`config.mk`:
```
export PLATFORM = sky130hd
export DESIGN_NAME = stepper_axis_ctrl
export DESIGN_NICKNAME = d
export VERILOG_FILES = /design/src/rtl/stepper_pkg.sv /design/src/rtl/step_pulse_gen.sv /design/src/rtl/stepper_axis_ctrl.sv
export SDC_FILE = /design/constraint.sdc
export NUM_CORES = 1
export LEC_CHECK = 0
export ABC_AREA = 1
export CORE_MARGIN = 4
export CORE_UTILIZATION = 38
export DETAILED_ROUTE_END_ITERATION = 10
export SETUP_SLACK_MARGIN = 0.5
export SYNTH_ARGS = -nofsm -noshare
export SYNTH_HDL_FRONTEND = slang
export SYNTH_HIERARCHICAL = 1
export SYNTH_SLANG_ARGS = --single-unit
```
`constraint.sdc`:
```
create_clock -name sysclk -period 5.8 [get_ports sysclk]
set_clock_uncertainty 0.15 [all_clocks]
set_input_delay 0.58 -clock sysclk [delete_from_list [all_inputs] [get_ports sysclk]]
set_output_delay 0.58 -clock sysclk [all_outputs]
set_load 0.01 [all_outputs]
```
`src/rtl/stepper_pkg.sv`:
```
// Shared types and constants for the six-axis stepper controller.
package stepper_pkg;

  localparam int NAXIS_DEF      = 6;
  localparam int PULSE_HALF_DEF = 50;

  typedef logic [9:0] pos_t;

  typedef enum logic [1:0] {C_IDLE, C_DISPATCH, C_WAIT} ctrl_state_t;
  typedef enum logic [1:0] {P_HOMING, P_IDLE, P_RUN} pulse_state_t;

  localparam logic DIR_FWD = 1'b1;
  localparam logic DIR_REV = 1'b0;

  function automatic pos_t bcd_to_bin(input logic [3:0] h, input logic [3:0] t, input logic [3:0] u);
    return pos_t'(h) * pos_t'(100) + pos_t'(t) * pos_t'(10) + pos_t'(u);
  endfunction

endpackage

```
`src/rtl/step_pulse_gen.sv`:
```
// Pulse engine: homes all axes concurrently after reset, then runs one
// axis at a time for a requested number of steps.
module step_pulse_gen
  import stepper_pkg::*;
#(
  parameter int PULSE_HALF = PULSE_HALF_DEF,
  parameter int NAXIS      = NAXIS_DEF
) (
  input  logic             clk,
  input  logic             rst,
  input  logic [NAXIS-1:0] motor_out,
  input  pos_t             pulse_num,
  input  logic             dr_out,
  input  logic [NAXIS-1:0] stop,
  output logic [NAXIS-1:0] pu,
  output logic [NAXIS-1:0] dr,
  output logic [NAXIS-1:0] mf,
  output logic             busy,
  output logic             init,
  output logic [NAXIS-1:0] init_flag
);

  localparam logic [15:0] HALF_LAST = 16'(PULSE_HALF - 1);

  pulse_state_t     state, state_next;
  logic [15:0]      half_cnt;
  logic             phase;
  logic             setup;
  pos_t             steps_left;
  logic [NAXIS-1:0] axis;
  logic [NAXIS-1:0] dr_reg;
  logic [NAXIS-1:0] flags;
  logic             mf_reg;
  logic             half_done;
  logic             all_homed;

  assign half_done = (half_cnt == HALF_LAST);
  assign all_homed = &flags;

  // A move ends when the low half of the final pulse completes.
  always_comb begin
    state_next = state;
    case (state)
      P_HOMING: if (all_homed) state_next = P_IDLE;
      P_IDLE:   if (motor_out != '0) state_next = P_RUN;
      P_RUN:    if (!setup && half_done && !phase && steps_left == 10'd1) state_next = P_IDLE;
      default:  state_next = P_HOMING;
    endcase
  end

  always_ff @(posedge clk) begin
    if (!rst) begin
      state      <= P_HOMING;
      half_cnt   <= '0;
      phase      <= 1'b0;
      setup      <= 1'b0;
      steps_left <= '0;
      axis       <= '0;
      dr_reg     <= '0;
      flags      <= '0;
      mf_reg     <= 1'b1;
    end else begin
      state  <= state_next;
      mf_reg <= 1'b0;
      case (state)
        P_HOMING: begin
          flags    <= flags | stop;
          half_cnt <= half_done ? '0 : half_cnt + 16'd1;
          if (half_done) phase <= ~phase;
        end
        // The setup cycle lets DR settle before the first rising edge.
        P_IDLE: if (motor_out != '0) begin
          axis       <= motor_out;
          dr_reg     <= (dr_reg & ~motor_out) | (motor_out & {NAXIS{dr_out}});
          steps_left <= pulse_num;
          setup      <= 1'b1;
          phase      <= 1'b0;
          half_cnt   <= '0;
        end
        P_RUN: begin
          if (setup) begin
            setup    <= 1'b0;
            phase    <= 1'b1;
            half_cnt <= '0;
          end else begin
            half_cnt <= half_done ? '0 : half_cnt + 16'd1;
            if (half_done) begin
              phase <= ~phase;
              if (!phase) steps_left <= steps_left - 10'd1;
            end
          end
        end
        default: ;
      endcase
    end
  end

  always_comb begin
    pu = '0;
    if (state == P_HOMING)   pu = {NAXIS{phase}} & ~flags;
    else if (state == P_RUN) pu = {NAXIS{phase}} & axis;
  end

  assign dr        = dr_reg;
  assign mf        = {NAXIS{mf_reg}};
  assign busy      = (state == P_RUN);
  assign init      = all_homed;
  assign init_flag = flags;

endmodule

```
`src/rtl/stepper_axis_ctrl.sv`:
```
// Command side: captures BCD targets, keeps per-axis positions and hands
// direction/step-count jobs to the pulse engine.
module stepper_axis_ctrl
  import stepper_pkg::*;
#(
  parameter int PULSE_HALF = PULSE_HALF_DEF,
  parameter int NAXIS      = NAXIS_DEF
) (
  input  logic             sysclk,
  input  logic             rst,
  input  logic [NAXIS-1:0] Motor,
  input  logic [3:0]       TValue0,
  input  logic [3:0]       TValue1,
  input  logic [3:0]       TValue2,
  input  logic [NAXIS-1:0] Stop,
  output logic [NAXIS-1:0] PU,
  output logic [NAXIS-1:0] DR,
  output logic [NAXIS-1:0] MF,
  output logic             Busy,
  output logic             INIT,
  output logic [NAXIS-1:0] initFlag
);

  ctrl_state_t      state, state_next;
  logic [NAXIS-1:0] prev_motor;
  logic [3:0]       prev_d0, prev_d1, prev_d2;
  logic             changed, motor_ok, digits_ok, capture;
  logic             buf_full;
  logic [NAXIS-1:0] buf_motor;
  pos_t             buf_target;
  logic [2:0]       buf_idx;
  pos_t             cur_pos;
  pos_t             pos [NAXIS];
  logic [NAXIS-1:0] axis_sel;
  logic [NAXIS-1:0] motor_out;
  pos_t             pulse_num;
  logic             dr_out;
  logic             dispatch_go, drop;

  assign changed   = {Motor, TValue0, TValue1, TValue2} != {prev_motor, prev_d0, prev_d1, prev_d2};
  assign motor_ok  = (Motor != '0) && ((Motor & (Motor - NAXIS'(1))) == '0);
  assign digits_ok = (TValue0 <= 4'd9) && (TValue1 <= 4'd9) && (TValue2 <= 4'd9);
  assign capture   = INIT && changed && motor_ok && digits_ok;

  always_comb begin
    buf_idx = '0;
    for (int i = 0; i < NAXIS; i++)
      if (buf_motor[i]) buf_idx = 3'(i);
  end

  assign cur_pos = pos[buf_idx];

  // A target equal to the current position is consumed without a move.
  always_comb begin
    state_next  = state;
    dispatch_go = 1'b0;
    drop        = 1'b0;
    motor_out   = '0;
    case (state)
      C_IDLE: if (buf_full && !Busy) begin
        if (buf_target != cur_pos) begin
          dispatch_go = 1'b1;
          state_next  = C_DISPATCH;
        end else begin
          drop = 1'b1;
        end
      end
      C_DISPATCH: begin
        motor_out  = axis_sel;
        state_next = C_WAIT;
      end
      C_WAIT:  if (!Busy) state_next = C_IDLE;
      default: state_next = C_IDLE;
    endcase
  end

  always_ff @(posedge sysclk) begin
    if (!rst) state <= C_IDLE;
    else      state <= state_next;
  end

  always_ff @(posedge sysclk) begin
    if (!rst) begin
      prev_motor <= '0;
      prev_d0    <= '0;
      prev_d1    <= '0;
      prev_d2    <= '0;
      buf_full   <= 1'b0;
      buf_motor  <= '0;
      buf_target <= '0;
      axis_sel   <= '0;
      pulse_num  <= '0;
      dr_out     <= DIR_REV;
      for (int i = 0; i < NAXIS; i++) pos[i] <= '0;
    end else begin
      prev_motor <= Motor;
      prev_d0    <= TValue0;
      prev_d1    <= TValue1;
      prev_d2    <= TValue2;
      if (capture) begin
        buf_full   <= 1'b1;
        buf_motor  <= Motor;
        buf_target <= bcd_to_bin(TValue0, TValue1, TValue2);
      end else if (dispatch_go || drop) begin
        buf_full <= 1'b0;
      end
      if (dispatch_go) begin
        axis_sel <= buf_motor;
        if (buf_target > cur_pos) begin
          dr_out    <= DIR_FWD;
          pulse_num <= buf_target - cur_pos;
        end else begin
          dr_out    <= DIR_REV;
          pulse_num <= cur_pos - buf_target;
        end
        pos[buf_idx] <= buf_target;
      end
    end
  end

  step_pulse_gen #(
    .PULSE_HALF(PULSE_HALF),
    .NAXIS     (NAXIS)
  ) u_pulse (
    .clk      (sysclk),
    .rst      (rst),
    .motor_out(motor_out),
    .pulse_num(pulse_num),
    .dr_out   (dr_out),
    .stop     (Stop),
    .pu       (PU),
    .dr       (DR),
    .mf       (MF),
    .busy     (Busy),
    .init     (INIT),
    .init_flag(initFlag)
  );

endmodule

```
# Yosys cells after proc, flatten, opt, wreduce, memory -nomap -nowiden
# Memory sizes are Yosys's and may differ from the RTL's.
# Cells that the tools add are included.
# totals
ramBits	60
mem_bits_ro	0
regBits	103
latch_bits	0
wordCells	139
inputBits	26
out_inout_bits	26
n_memories	1
# mem_list
name	depth	word_bits	read_ports	rd_clocked_by_memory_dff	write_ports	line_no	source
pos	6	10	1	0	6	stepper_axis_ctrl.sv:33	pos_t pos [NAXIS];
# classes
div	0
bitwise	10
shift	0
n_reduce_logical	30
n_lt_le_gt_ge	4
muxes	48
n_addsub	7
eq_ne	17
n_mul	2
# op_table
op	count
10-bit two-way mux	6
16-bit two-way mux	3
16-bit one-hot mux with 3 select lines	1
6-bit bitwise AND	5
10-bit one-hot mux with 2 select lines	1
10-bit subtractor	2
1-bit two-way mux	19
6-bit two-way mux	3
18-bit inequality test	1
16-bit by 1-bit adder with 16-bit output (second input constant)	1
16-bit by 6-bit equality test with 1-bit output (second input constant)	1
3-bit two-way mux	5
4-bit less-or-equal comparator (second input constant)	3
2-bit two-way mux	6
2-bit inequality test (second input constant)	6
6-bit NOT	2
6-bit OR	2
2-bit one-hot mux with 3 select lines	2
6-bit nonzero test	2
10-bit by 4-bit adder with 10-bit output	1
10-bit by 8-bit adder with 10-bit output	1
10-bit by 1-bit equality test with 1-bit output (second input constant)	1
10-bit greater-than comparator	1
1-bit logical AND	10
22 further kinds	33

# Longest topological paths before layout
# An unclocked memory read counts as a cell.
# logic_depth
word_depth	15
ltp_mapped	24
ltp_nobuf	21

# Modules after synthesis
# Netlist, hierarchy kept.
# modules_own_cells
module	cells_each	area_each_um2	n_inst	seq_area_each_um2
stepper_axis_ctrl	891	6929.1	1	2882.8
step_pulse_gen	402	2676.3	1	980.9

# Worst setup path before layout
# Ideal clock, no wire load.
# synth_path
path_kind	register to register
start	register buf_motor[2]
end	memory pos[1][0] (netlist name), enable pin
path_buffers	3
slack_ns	2.659
setup_time_ns	0.340
required_time_ns	5.310
synth_period_minus_slack_ns	3.141
t_arrival_ns	2.652
stages_incl_launch_ff	20
path_cell_list	dfxtp_1 > nor2_1 > nor2_2 > buf_2 > o221ai_1 > nand3_1 > nand2_1 > inv_1 > ha_1 > buf_6 > nand2_4 > nor2_4 > nand3_4 > nand2_4 > nor2_8 > nand2_4 > nor2_4 > nand2_2 > buf_6 > nand2_1
# synth_rtl
element	line_no	source
start: declaration	stepper_axis_ctrl.sv:29	logic [NAXIS-1:0] buf_motor;
start signal: assignment	stepper_axis_ctrl.sv:102	buf_motor <= Motor;
end: declaration	stepper_axis_ctrl.sv:33	

==> impl_results.md <==
- Status: completed
- # setup viols final: 0
- Largest Register: pos
- Hold WS: just over 300 ps
- Slowest stage delay, CP: 680 ps
- CP max FO: 18
- Routability-driven placement congestion ratio: 0.900
- Hold path cells: 2
- Switching power: 0.000903 W
- Grt ovf: 0
- Required time worst endpoint: roughly 5700 ps
- Avg Synthesized Cell Area: roughly 7.4 um^2
- Final hold vios: 0
- Mapped cell area: 9610 um^2
- Sequential power share: 0.424
- Die X: between 150 and 200 um
- CTS Root Cell: clkbuf_16
- Rel. slew slack: 0.469
- Chip height: 167 um
- Initial core utilization: 0.390
- Syn Inst Count: between 1000 and 1500
- Net Count, Synth: between 1000 and 1500
- I/O pin total: 52
- TritonCTS clock tree: yes
- Core box area: ~25000 um^2
- Hold Crit Class: reg -> reg
- CTS Sinks: 163
- Antenna violations before repair: 0
- Actual slew at the worst max-slew pin: approximately 800 ps
- Max Slew Vio Count: 0
- DRC violations left: 0
- RSZ-0062 raised after global routing: false
- Stages on worst setup path: 15
- Yosys warns: 6
- Post-synth EDFFs: 60
- Iter 0 DRT Violations: 656
- Sequential fraction of the synthesis area: 0.402
- Reg2Reg Depth: 15
- CP delay by family, top: simple AND/OR/NAND/NOR gates
- Num CTS Buffers: 17
- Finished Cell Area: about 11000 um^2
- Leakage: 4.69 nW
- CP bufs+invs: 2
- Crit path DAT: roughly 4200 ps
- Row count: 57
- Clock-pin slew on the worst setup and hold paths: approximately 70 ps
- Max VDD drop: around 0.19 mV
- Final Cycle Share: 0.743
- Wirelength per Cell: approximately 15 um
- CP Cell Sequence: inv_1 > nand2_1 > nor2_2 > o221ai_1 > nand3_1 > nand2_1 > inv_1 > ha_1 > nand2_4 > nor2_4 > nand3_4 > nand2_4 > nor2_8 > nand3_1 > nand2_1
- Startpoint types: flop
- Power density cells: around 280 nW/um^2
- Top_reg_cell synth: dfxtp_1
- FMAX: roughly 0.23 GHz
- Post-CTS setup buffers: 0
- Synth area leaders: dfxtp_1, edfxtp_1, nand2_1
- Post-synth top area cell: dfxtp_1
- Ys async rst share: 0
- Share of layout cells above drive strength 1: 0.0740
- Synth unique cells: 50
- Drt pass-1 iters: 5
- Synth top area share: 0.215
- Switching Fraction: 0.300
- Cell internal pwr: between 0.002 and 0.0025 W
- Cell mode on critical path: nand2_1
- Max-Cap Viols: 0
- FF+latch count, synth: 163
- Ant diodes: 0
- I/O Buffers: 51
- Post-Route WL: between 20 and 25 mm
- Via count: around 8000
- Layout Nets: 1410
- Flip-flop count of the largest register after layout: 60
- Largest net degree at the start of global routing: 48
- Slowest cell on the critical path: nor2_2
- ANT nets after route: 0
- Endpoint class of the critical path: flop
- Placement Cell Area: between 10000 and 15000 um^2
- Vias per Instance: around 4.9
- Htree depth: 4
- Post-DP HPWL: 18.0 mm
- Die area: between 20000 and 30000 um^2
- Minimum clock period: between 4000 and 5000 ps
- Comb pwr share: 0.191
- Clock Power Share: 0.384
- Gr usage total: 0.174
- Vias in the first global route: a little under 8000
- Hold_buf cts: 0
- First-pass GRT wire length: between 30 and 40 mm
- Post_cts resized: 0
- Setup TNS Final: 0 ps
- Worst-Skew Late Latency: ~430 ps
- Maximum clock path buffer count: 2
- Layout area overhead: 12.9%
- Regs by FF count: pos x60, u_pulse/half_cnt x16
- Setup CP Type: reg -> reg
metrics by stage:
stage	utilization	power, W	setup slack [ps]	instances
floorplan	-	0.00172	2660	1293
detailed placement	0.416	0.00188	1610	1630
CTS	0.441	0.00304	1580	1662
global route	0.441	0.00317	1220	1662
global placement	0.416	0.00187	1670	1630
finish	0.441	0.00301	1490	1662
cell usage after synthesis (11+ instances only):
| master | count |
|---|---|
| nor2_1 | 180 |
| o221ai_1 | 12 |
| buf_6 | 11 |
| inv_2 | 12 |
| inv_1 | 162 |
| a21oi_1 | 61 |
| nand2_1 | 342 |
| edfxtp_1 | 60 |
| dfxtp_1 | 103 |
| nand4_1 | 14 |
| o21ai_0 | 27 |
| nand2_2 | 12 |
| nor2_2 | 14 |
| ha_1 | 52 |
| nand3_1 | 110 |
cell families (layout without fill, tap and decap cells):
family | after synthesis | in the layout | share of synthesized area
adders and majority gates | 59 | 59 | 0.0823
xor gates and xnor gates | 18 | 18 | 0.0164
AOI/OAI and AO/OA | 129 | 129 | 0.0788
buffers and inverters | 218 | 263 | 0.101
and+or+nand+nor | 706 | 706 | 0.319
DFF | 163 | 163 | 0.402
cell type report:
| type | count | area (um^2) |
|---|---|---|
| inverters | 177 | 669 |
| repair buffers | 54 | 528 |
| clock inverters | 13 | 131 |
| clock buffers | 19 | 475 |
| well taps | 324 | 405 |
| flip-flops and latches | 163 | 3860 |
| fillers | 2526 | 13800 |
| multi-input cells | 912 | 4770 |
layout by cell type (no fill, tap or decap), drive strengths merged, types with 2 or more instances in the layout:
master and n:
nand3b 4, o21a 2, o221ai 12, dfxtp 103, buf 4, xor2 8
clkinvlp 2, xnor2 10, nor2 199, clkinv 5, nand3 114, a31oi 2
o21bai 4, a21oi 63, or2 4, o21ai 34, clkdlybuf4s50 50, nand4 14
clkbuf 19, inv 182, fa 7, ha 52, o22ai 10, nand2 360
nor3 7, edfxtp 60
power groups by stage:
stage | Clock, W | Combinational [W] | Sequential [W]
detailed placement | 0 | 0.000574 | 0.00130
global route | 0.00123 | 0.000657 | 0.00128
global placement | 0 | 0.000570 | 0.00130
CTS | 0.00118 | 0.000578 | 0.00128
floorplan | 0 | 0.000430 | 0.00129
finish | 0.00116 | 0.000575 | 0.00128
worst min-delay path: stages, from the launching register on:
cell and delay (ps):
dfxtp_1 310, nand2_1 60, nand2_1 40
final timing paths:
kind / from / to / slack [ps]
max: buf_motor[5]$_SDFFE_PN0P_ / pos[4][9]$_SDFFCE_PN0P_ / 1490
min: pulse_num[2]$_SDFFE_PN0P_ / pulse_num[2]$_SDFFE_PN0P_ / 300
max reg2reg: buf_motor[5]$_SDFFE_PN0P_ / pos[4][9]$_SDFFCE_PN0P_ / 1490
min reg2reg: pulse_num[2]$_SDFFE_PN0P_ / pulse_num[2]$_SDFFE_PN0P_ / 300
layer usage:
layer,wire [um],share of wire,global-route usage,up-vias
met1,11500,0.48,0.228,3703
met3,874,0.036,0.0268,45
met5,0,0,0,-
met2,11100,0.46,0.287,194
li1,-,-,-,4193
met4,748,0.031,0.0726,0
Power figures use the tool's default switching activity.
